<file path="src/rtl/time_keeper_pkg.sv">
// Shared definitions for the alarm-clock time datapath: BCD digit type,
// per-digit limits and small digit-stepping helpers.
package time_keeper_pkg;

    // One BCD digit; also used by the alarm-set register and comparator stage.
    typedef logic [3:0] bcd_t;

    localparam bcd_t SEC_TENS_MAX       = 4'd5;
    localparam bcd_t MIN_TENS_MAX       = 4'd5;
    localparam bcd_t HOUR_TENS_MAX      = 4'd2;
    localparam bcd_t HOUR_UNIT_MAX_AT_2 = 4'd3;
    localparam bcd_t UNIT_MAX           = 4'd9;

    // Advance one digit, wrapping to zero after max_v.
    function automatic bcd_t bcd_step(input bcd_t d, input bcd_t max_v);
        bcd_t r;
        if (d >= max_v) begin
            r = 4'd0;
        end else begin
            r = d + 4'd1;
        end
        return r;
    endfunction

    // Advance the hour pair {tens, unit} modulo 24.
    function automatic logic [7:0] hour_step(input bcd_t tens, input bcd_t unit);
        logic [7:0] r;
        if ((tens == HOUR_TENS_MAX) && (unit == HOUR_UNIT_MAX_AT_2)) begin
            r = 8'h00;
        end else if (unit == UNIT_MAX) begin
            r = {tens + 4'd1, 4'd0};
        end else begin
            r = {tens, unit + 4'd1};
        end
        return r;
    endfunction

endpackage

</file>
<file path="src/rtl/time_keeper_tick_gen.sv">
// Prescaler: counts system clocks and flags the cycle in which the count
// reaches its terminal value. The flag is consumed on that same edge by the
// time registers, so the count wrap and the time advance coincide.
module tick_gen #(
    parameter int CLK_DIV = 50000000,
    parameter int CNT_W   = 26
) (
    input  logic clk,
    input  logic reset,
    input  logic clear,
    output logic tick
);

    localparam logic [CNT_W-1:0] LAST = CNT_W'(CLK_DIV - 1);

    logic [CNT_W-1:0] cnt_r;

    // Terminal-count flag; suppressed while the prescaler is held clear.
    assign tick = (cnt_r == LAST) && !clear;

    // Prescaler counter: held at zero while cleared, wraps after LAST.
    always_ff @(posedge clk or posedge reset) begin
        if (reset) begin
            cnt_r <= '0;
        end else if (clear) begin
            cnt_r <= '0;
        end else if (cnt_r == LAST) begin
            cnt_r <= '0;
        end else begin
            cnt_r <= cnt_r + CNT_W'(1);
        end
    end

endmodule

</file>
<file path="src/rtl/time_keeper.sv">
// 24-hour HH:MM:SS time-of-day counter in six BCD digits, advanced by a
// 1 Hz tick from the prescaler, with a set mode for stepping minutes/hours.
module time_keeper
    import time_keeper_pkg::*;
#(
    parameter int CLK_DIV = 50000000,
    parameter int CNT_W   = 26
) (
    input  logic       clk,
    input  logic       reset,
    input  logic       set_time,
    input  logic       inc_min,
    input  logic       inc_hour,
    output logic [3:0] seg_unit,
    output logic [3:0] seg_tens,
    output logic [3:0] min_unit,
    output logic [3:0] min_tens,
    output logic [3:0] hour_unit,
    output logic [3:0] hour_tens,
    output logic       sec_tick
);

    bcd_t seg_unit_r, seg_tens_r, min_unit_r, min_tens_r, hour_unit_r, hour_tens_r;
    bcd_t seg_unit_s, seg_tens_s, min_unit_s, min_tens_s, hour_unit_s, hour_tens_s;
    logic sec_tick_r;
    logic min_prev_r, hour_prev_r;
    logic tick_s;
    logic min_step_s, hour_step_s;
    logic seg_wrap_s, min_wrap_s;
    logic [7:0] hour_next_s;

    tick_gen #(
        .CLK_DIV (CLK_DIV),
        .CNT_W   (CNT_W)
    ) u_tick_gen (
        .clk   (clk),
        .reset (reset),
        .clear (set_time),
        .tick  (tick_s)
    );

    // Button rising edges only count in set mode; prev registers track always.
    assign min_step_s  = set_time && inc_min  && !min_prev_r;
    assign hour_step_s = set_time && inc_hour && !hour_prev_r;

    assign seg_wrap_s  = (seg_unit_r == UNIT_MAX) && (seg_tens_r == SEC_TENS_MAX);
    assign min_wrap_s  = (min_unit_r == UNIT_MAX) && (min_tens_r == MIN_TENS_MAX);
    assign hour_next_s = hour_step(hour_tens_r, hour_unit_r);

    // Next-time computation: set-mode stepping or run-mode carry chain.
    always_comb begin
        seg_unit_s  = seg_unit_r;
        seg_tens_s  = seg_tens_r;
        min_unit_s  = min_unit_r;
        min_tens_s  = min_tens_r;
        hour_unit_s = hour_unit_r;
        hour_tens_s = hour_tens_r;
        if (set_time) begin
            seg_unit_s = 4'd0;
            seg_tens_s = 4'd0;
            if (min_step_s) begin
                // Minutes wrap 59 -> 00 without touching the hours.
                min_unit_s = bcd_step(min_unit_r, UNIT_MAX);
                min_tens_s = (min_unit_r == UNIT_MAX) ? bcd_step(min_tens_r, MIN_TENS_MAX)
                                                      : min_tens_r;
            end else begin
                min_unit_s = min_unit_r;
                min_tens_s = min_tens_r;
            end
            if (hour_step_s) begin
                hour_tens_s = hour_next_s[7:4];
                hour_unit_s = hour_next_s[3:0];
            end else begin
                hour_tens_s = hour_tens_r;
                hour_unit_s = hour_unit_r;
            end
        end else if (tick_s) begin
            seg_unit_s = bcd_step(seg_unit_r, UNIT_MAX);
            seg_tens_s = (seg_unit_r == UNIT_MAX) ? bcd_step(seg_tens_r, SEC_TENS_MAX)
                                                  : seg_tens_r;
            if (seg_wrap_s) begin
                min_unit_s = bcd_step(min_unit_r, UNIT_MAX);
                min_tens_s = (min_unit_r == UNIT_MAX) ? bcd_step(min_tens_r, MIN_TENS_MAX)
                                                      : min_tens_r;
            end else begin
                min_unit_s = min_unit_r;
                min_tens_s = min_tens_r;
            end
            if (seg_wrap_s && min_wrap_s) begin
                hour_tens_s = hour_next_s[7:4];
                hour_unit_s = hour_next_s[3:0];
            end else begin
                hour_tens_s = hour_tens_r;
                hour_unit_s = hour_unit_r;
            end
        end else begin
            seg_unit_s = seg_unit_r;
            seg_tens_s = seg_tens_r;
        end
    end

    // Time, tick and button-history registers; all digits update on one edge.
    always_ff @(posedge clk or posedge reset) begin
        if (reset) begin
            seg_unit_r  <= 4'd0;
            seg_tens_r  <= 4'd0;
            min_unit_r  <= 4'd0;
            min_tens_r  <= 4'd0;
            hour_unit_r <= 4'd0;
            hour_tens_r <= 4'd0;
            sec_tick_r  <= 1'b0;
            min_prev_r  <= 1'b0;
            hour_prev_r <= 1'b0;
        end else begin
            seg_unit_r  <= seg_unit_s;
            seg_tens_r  <= seg_tens_s;
            min_unit_r  <= min_unit_s;
            min_tens_r  <= min_tens_s;
            hour_unit_r <= hour_unit_s;
            hour_tens_r <= hour_tens_s;
            sec_tick_r  <= tick_s;
            min_prev_r  <= inc_min;
            hour_prev_r <= inc_hour;
        end
    end

    assign seg_unit  = seg_unit_r;
    assign seg_tens  = seg_tens_r;
    assign min_unit  = min_unit_r;
    assign min_tens  = min_tens_r;
    assign hour_unit = hour_unit_r;
    assign hour_tens = hour_tens_r;
    assign sec_tick  = sec_tick_r;

endmodule

</file>
<file path="config.mk">
export PLATFORM = sky130hd
export DESIGN_NAME = time_keeper
export DESIGN_NICKNAME = d
export VERILOG_FILES = /design/src/rtl/time_keeper_pkg.sv /design/src/rtl/time_keeper_tick_gen.sv /design/src/rtl/time_keeper.sv
export SDC_FILE = /design/constraint.sdc
export NUM_CORES = 1
export LEC_CHECK = 0
export BUFFER_PORTS_ARGS = -buffer_cell sky130_fd_sc_hd__buf_2
export CAP_MARGIN = 0
export CORE_MARGIN = 2
export CORE_UTILIZATION = 45
export DETAILED_ROUTE_END_ITERATION = 12
export PLACE_DENSITY = 0.68
export SYNTH_ARGS = -nofsm -noshare
export SYNTH_HDL_FRONTEND = slang
export SYNTH_SLANG_ARGS = --single-unit
</file>
<file path="constraint.sdc">
create_clock -name clk -period 3 [get_ports clk]
set_input_delay 0.3 -clock clk [delete_from_list [all_inputs] [get_ports clk]]
set_output_delay 0.3 -clock clk [all_outputs]
set_load 0.01 [all_outputs]
</file>
==> summary.md, run 1 <==
| Metric | Value |
|---|---|
| Busiest grt layer | `met2` |
| Fin nets | `359` |
| Via count | `2,280` |
| Hold path endpoint | `min_prev_r` |
| First-pass GRT wire length | `10,250 microns` |
| IO Count | `30` |
| Global Route met2 Usage | `0.2855` |
| XOR/XNOR share of the synthesized area | `0.06465` |
| Post-Place Cell Area | `3199 sq um` |
| Total Neg Setup Slack | `0 ps` |
| Final Cycle Share | `0.7744` |
| Gate Count Post-Synth | `306` |
| Mux share of post-synthesis cell area | `0.02687` |
| DR vias/cell | `5.507` |
| Warnings, synthesis | `0` |
| Post-Synth Simple-Gate Area | `0.2565` |
| Seq/Total Area, Yosys | `0.4450` |
| Full die area | `7290 sq um` |
| Residual DRC | `0` |
| Synth top area share | `0.4450` |
| Synth Register Bits | `53` |
| DRT Wirelength | `5767 microns` |
| Final ANT Viol Nets | `0` |
| Inserted Clock Buffers | `5` |
| GR Util met3 | `0.03210` |
| Synth-to-Final Area Change | `10.24%` |
| Cell Area, Synth | `2980 sq um` |
| Worst-margin pin slew | `1088 ps` |
| Die Width | `85.38 microns` |
| CTS Sinks | `53` |
| FF-to-FF setup slack | `680 ps` |
| Vias in the first global route | `2,281` |
| Worst-skew pair later-pin latency | `300 ps` |
| Worst-case reg-to-reg path depth | `5` |
| Post_cts resized | `0` |
| Met1 Track Usage GR | `0.2254` |
| Count leader, synth | `dfrtp_1` |
| Syn_nets | `328` |
| Clk buf depth | `2` |
| Critical path capture point type | `flip-flop` |
| Number of buffers added on ports | `29` |
| Critical path class | `reg2reg` |
| CP startpoint kind | `flip-flop` |
| Async set-reset flop share out of synthesis | `1.000` |
| RR Startpoint | `u_tick_gen.cnt_r[11]` |
| Clock transition at path regs | `90 ps` |
| Slew Viols, Final | `0` |
| Hold path start | `inc_min` |
| Final min period | `2323 ps` |
| Rel. slew slack | `0.2735` |
| Status | `completed` |
| Largest family of logic cells by synthesized area | `simple AND/OR/NAND/NOR gates` |
| Core ar. | `6386 sq um` |
| Maxcap violations | `0` |
| Largest net degree at the start of global routing | `54` |
| Share of cells above drive strength 1 | `0.1632` |
| Critical Path RT | `3200 ps` |
| TritonRoute pass-1 iters | `5` |
| Reg-to-Reg End | `hour_unit[0]` |
| Postcts setup bufs | `0` |
| DRT iter0 DRCs | `71` |
| H-tree depth | `2` |
| CTS tree | `done` |
| Detailed placer's ending HPWL | `4219 microns` |
| Row count | `29` |
| Top area cells in the synthesized netlist | `dfrtp_1 (45%), ha_1 (7.1%), nor2_1 (4.7%), xnor2_1 (3.8%), xor2_1 (2.6%)` |
| # hold bufs at CTS | `0` |
| Cell variety after synth | `57` |
| Antenna violations before repair | `0` |
| Ant diodes | `0` |
| Leak | `1.512 nW` |
| Fin Clk Skew | `6.972 ps` |
| RePlAce Congestion | `0.8008` |
| Complex-gate fraction of the synthesized area | `0.09908` |
| Most area-hungry cell type in the Yosys netlist | `dfrtp_1` |
| Adder-Cell Fraction of Synth Area | `0.07137` |
| Critical path arrival | `2520 ps` |
| Final setup violation count | `0` |
| Hold depth | `1` |
| FMAX | `0.4304 GHz` |
| Fin. Hold Viols | `0` |
| Worst-path maximum fanout | `8` |
| EDFF count, synth | `0` |
| RSZ-0062 raised after global routing | `no` |
| Overall Global Routing Usage | `0.1707` |
| Routed wire per std cell | `13.93 microns` |
| Syn avg cell area | `9.740 sq um` |
| Post-route cell area | `3286 sq um` |
| P per Cell Area | `535.0 nW/um^2` |
| GR Overflow Total | `0` |
| Initial core utilization | `0.4667` |
| Hold Crit Class | `in2reg` |
| Die height | `85.38 microns` |
| Peak supply drop | `0.3252 mV` |
| Root Driver | `clkbuf_8` |
| Top FF cell, synth | `dfrtp_1` |
| Top post-synthesis cells by count | `dfrtp_1 (53), nor2_1 (37), inv_1 (19), nand2_1 (19), ha_1 (17)` |
| Number of fill cells | `611` |
-- flip-flops by register name, indices dropped and copies added, names as in the netlist, 4 cells and up --
signal            cells
u_tick_gen.cnt_r     26
min_tens              4
seg_tens              4
hour_tens             4
hour_unit             4
min_unit              4
seg_unit              4
-- per-layer routing --
metal | vias up | share of wire
li1 | 1142 | -
met1 | 1104 | 0.48
met2 | 26 | 0.48
met3 | 8 | 0.027
met4 | 0 | 0.012
met5 | - | 0
-- report_power, final --
group          total (mW)  switching, mW  internal [mW]
Sequential          0.902          0.110          0.792
Combinational       0.451          0.242          0.209
Clock               0.404          0.221          0.184
Total                1.76          0.573           1.18
-- metrics by stage --
step / setup WS [ps] / cells / utilization / hold WS, ps / power [mW]
global placement: 715.9 / 407 / 0.5010 / 418.5 / 1.356
floorplan: 878.0 / 306 / - / 331.4 / 1.216
finish: 676.7 / 414 / 0.5145 / 109.9 / 1.758
global route: 546.2 / 414 / 0.5145 / 104.5 / 1.890
CTS: 672.5 / 414 / 0.5145 / 104.7 / 1.787
detailed placement: 679.4 / 407 / 0.5010 / 429.4 / 1.376
-- how the worst max path moves through the flow --
stage | startpoint | end | slack (ps) | cells after the start
floorplan | u_tick_gen.cnt_r[11] | hour_unit[0] | 880 | 6
global placement | u_tick_gen.cnt_r[11] | hour_unit[0] | 720 | 5
detailed placement | u_tick_gen.cnt_r[11] | hour_unit[0] | 680 | 5
CTS | u_tick_gen.cnt_r[11] | hour_unit[0] | 670 | 5
global route | u_tick_gen.cnt_r[11] | hour_unit[0] | 550 | 5
finish | u_tick_gen.cnt_r[11] | hour_unit[0] | 680 | 5
-- cells by family after synthesis --
| logic type | Yosys count |
|---|---|
| flops | 53 |
| buf+inv | 26 |
| fa+ha+maj | 17 |
| compound gates | 45 |
| mux | 7 |
| xor+xnor | 22 |
| simple gates | 136 |
-- critical path, cell delays in order (launching register included) --
cell	delay (ps)
dfrtp_1	430
or4_4	560
nor4_4	280
and4_1	400
or2_2	210
mux2_2	330
-- final cells by class --
cell class	instances	area [sq um]	area share
clock buffer	7	86.33	0.02628
inverter	19	71.32	0.02171
multi-input combinational	227	1545	0.4703
sequential	53	1326	0.4037
tap	77	96.34	0.02932
timing repair buffer	31	160.2	0.04874
-- cells in the final DEF, fill, tap and decap left out, drive strengths merged, types with 7 or more instances in the layout --
cell type  instances
a21oi             10
and3              10
buf               31
clkbuf             7
dfrtp             53
ha                17
inv               19
nand2             19
nand3             13
nand4             11
nor2              37
nor3               9
nor4               7
o21ai             15
xnor2             13
xor2               9
Note: power is estimated with default switching activity, not from simulation.
==> run 2: changes to the inputs <==
- ABC_AREA: default -> 1
- PLACE_DENSITY: 0.68 -> 0.7
- clock period: 3 -> 1.91 ns (I/O delays scaled with it)
==> run 2 against run 1 <==
Sequential power increased by 51%. Critical path type unchanged. Non-clock buffer count increased by 13. Combinational power rose by 27%.
==> summary.md, run 2 <==
| Metric | Value |
|---|---|
| CP startpoint kind | `flip-flop` |
| Die height | `88.02 microns` |
| Clock power share | `0.257` |
| Syn avg cell area | `7.748 sq um` |
| Most area-hungry cell type in the Yosys netlist | `dfrtp_1` |
| Worst-case reg-to-reg path depth | `11` |
| Worst Setup Slack, final | `130.5 ps` |
| H-tree depth | `2` |
| Int Power | `1.755 mW` |
| Dpl ws | `-97.23 ps` |
| Rel. slew slack | `0.6121` |
| EDFF count, synth | `0` |
| Worst-path maximum fanout | `26` |
| Slew Viols, Final | `0` |
| Reg-to-Reg End | `min_unit[2]` |
| RR Startpoint | `u_tick_gen.cnt_r[0]` |
| Detailed placer's ending HPWL | `4774 microns` |
| Hold Crit Class | `in2reg` |
| Number of buffers added on ports | `29` |
| Post-Place Cell Area | `3517 sq um` |
| Post-route cell area | `3637 sq um` |
| Fin util | `0.5324` |
| Gate Count Post-Synth | `410` |
| Cell Area, Synth | `3177 sq um` |
| Syn_nets | `432` |
| Postcts setup bufs | `0` |
| Seq/Total Area, Yosys | `0.4175` |
| RePlAce Congestion | `0.8404` |
| Top post-synthesis cells by count | `nand2_1 (98), nor2_1 (70), dfrtp_1 (53)` |
| CTS Sinks | `53` |
| Clk buf depth | `2` |
| RSZ-0062 raised after global routing | `no` |
| Share of cells above drive strength 1 | `0.1856` |
| Status | `completed` |
| CTS tree | `done` |
| Most frequent cells in the layout | `nand2_1 (98), nor2_1 (70), dfrtp_1 (53)` |
| Leak | `1.773 nW` |
| Die Width | `88.02 microns` |
| Synth-to-Final Area Change | `14.49%` |
| Ant diodes | `0` |
| Count leader, synth | `nand2_1` |
| Peak supply drop | `0.4734 mV` |
| Top FF cell, synth | `dfrtp_1` |
| Final Cycle Share | `0.9317` |
| Root Driver | `clkbuf_8` |
| P per Cell Area | `715.7 nW/um^2` |
| Final ANT Viol Nets | `0` |
| Biggest register | `u_tick_gen.cnt_r` |
| Top area cells in the synthesized netlist | `dfrtp_1 (42%), nand2_1 (12%), nor2_1 (8.3%), ha_1 (6.7%), inv_1 (5.2%)` |
| Fin Clk Skew | `5.940 ps` |
| Worst-margin pin slew | `581.9 ps` |
| Final setup violation count | `0` |
| Largest net degree at the start of global routing | `54` |
| Row count | `30` |
| Number of fill cells | `665` |
| Via count | `2,702` |
| Net Sw Power | `848.5 uW` |
| Antenna violations before repair | `0` |
| Most common cell after layout, fill and taps aside | `nand2_1` |
| Initial core utilization | `0.4650` |
| Critical Path RT | `2110 ps` |
| Critical path capture point type | `flip-flop` |
| FF-to-FF setup slack | `130 ps` |
| Critical path arrival | `1980 ps` |
| Max reg flops | `26` |
| Async set-reset flop share out of synthesis | `1.000` |
| Inserted Clock Buffers | `5` |
| Routed wire per std cell | `11.62 microns` |
| Overall Global Routing Usage | `0.1858` |
| Worst-skew pair later-pin latency | `310 ps` |
| DR vias/cell | `4.877` |
| DRT Wirelength | `6439 microns` |
| Hold depth | `1` |
| TritonRoute pass-1 iters | `4` |
| Core ar. | `6832 sq um` |
| Clock transition at path regs | `90 ps` |
| IO Count | `30` |
| Final min period | `1779 ps` |
| DRT iter0 DRCs | `167` |
| Hold path endpoint | `min_prev_r` |
| Vias in the first global route | `2,589` |
| Full die area | `7748 sq um` |
| Synth Register Bits | `53` |
| FMAX | `0.5620 GHz` |
| Maxcap violations | `0` |
| Fin nets | `479` |
| Sw Share | `0.3259` |
| Residual DRC | `0` |
| Critical path class | `reg2reg` |
| GR Overflow Total | `0` |
| Fin. Hold Viols | `0` |
| Register share of total power | `0.523` |
| First-pass GRT wire length | `11,520 microns` |
| Hold path start | `inc_min` |
| Cell variety after synth | `32` |
| Multi-input logic area | `1635 sq um` |
| Combinational power share | `0.220` |
| Synth top area share | `0.4175` |
| Seq. cell area | `1326 sq um` |
| Warnings, synthesis | `0` |
[run 2: cell types whose count changed after synthesis, sizes merged, moves of 5 or more]
| cell | change |
|---|---|
| and3 | -8 |
| inv | +30 |
| mux2 | -5 |
| nand2 | +85 |
| nand3 | +14 |
| nand4 | +5 |
| nor2 | +43 |
| nor4 | -6 |
| o21ai | +5 |
| xnor2 | -7 |
[run 2: cell type report]
class / instances / share of cell area
inverter: 49 / 0.05057
tap: 96 / 0.03302
clock buffer: 6 / 0.02270
timing repair buffer: 44 / 0.07568
multi-input combinational: 304 / 0.4496
clock inverter: 2 / 0.003784
sequential: 53 / 0.3646
[run 2: metal layers]
layer | up-vias | routed length (microns) | global-route usage
met5 | - | 0 | 0
met4 | 0 | 76 | 0.05234
met3 | 7 | 263 | 0.03487
met2 | 41 | 3033 | 0.3251
met1 | 1254 | 3064 | 0.2356
li1 | 1400 | - | -
[run 2: repair_timing]
item,4_1_cts,5_1_grt
setup endpoints to repair,12,0
resized for setup,1,0
hold endpoints to repair,54,0
hold buffers,2,0
[run 2: metrics by stage]
step,hold slack (ps),cells,setup TNS (ps),total power [mW]
after floorplan,222.4,410,0,1.773
after global placement,267.5,544,-193.0,1.939
after detailed placement,265.1,544,-357.6,1.960
after CTS,0.1986,554,0,2.646
after global routing,0.8605,554,0,2.790
final,11.34,554,0,2.603
[run 2: power by group through the flow]
stage	sequential [mW]	clock, mW	combinational, mW
floorplan	1.40	0	0.377
global placement	1.38	0	0.563
detailed placement	1.38	0	0.579
CTS	1.36	0.702	0.584
global route	1.38	0.740	0.668
finish	1.36	0.669	0.573
[run 2: logic make-up (layout without fill, tap and decap cells)]
logic type | count (synthesis) | in the layout | share of synthesized area
xor gates and xnor gates | 13 | 13 | 0.03584
AOI/OAI and AO/OA | 28 | 28 | 0.05435
DFF | 53 | 53 | 0.4175
adders and majority gates | 17 | 17 | 0.06695
buffers and inverters | 53 | 101 | 0.06892
and+or+nand+nor | 246 | 246 | 0.3564
[run 2: worst max-delay path by stage]
stage,from,endpoint,slack (ps),cells past startpoint
2_1_floorplan,min_unit[1],hour_unit[2],320,9
3_3_place_gp,u_tick_gen.cnt_r[0],u_tick_gen.cnt_r[16],-70,8
3_5_place_dp,u_tick_gen.cnt_r[0],u_tick_gen.cnt_r[25],-100,8
4_1_cts,u_tick_gen.cnt_r[0],min_unit[2],120,11
5_1_grt,seg_unit[1],min_unit[2],1,9
6_report,u_tick_gen.cnt_r[0],min_unit[2],130,11
[run 2: critical path: stages (launching register included)]
cell	delay, ps
dfrtp_1	370
ha_1	190
nand2_2	70
nor2_2	120
nand2_1	80
nor2_2	130
buf_4	130
nand2_2	100
nand2_8	190
nand2_2	150
nand2_1	90
o21ai_1	60
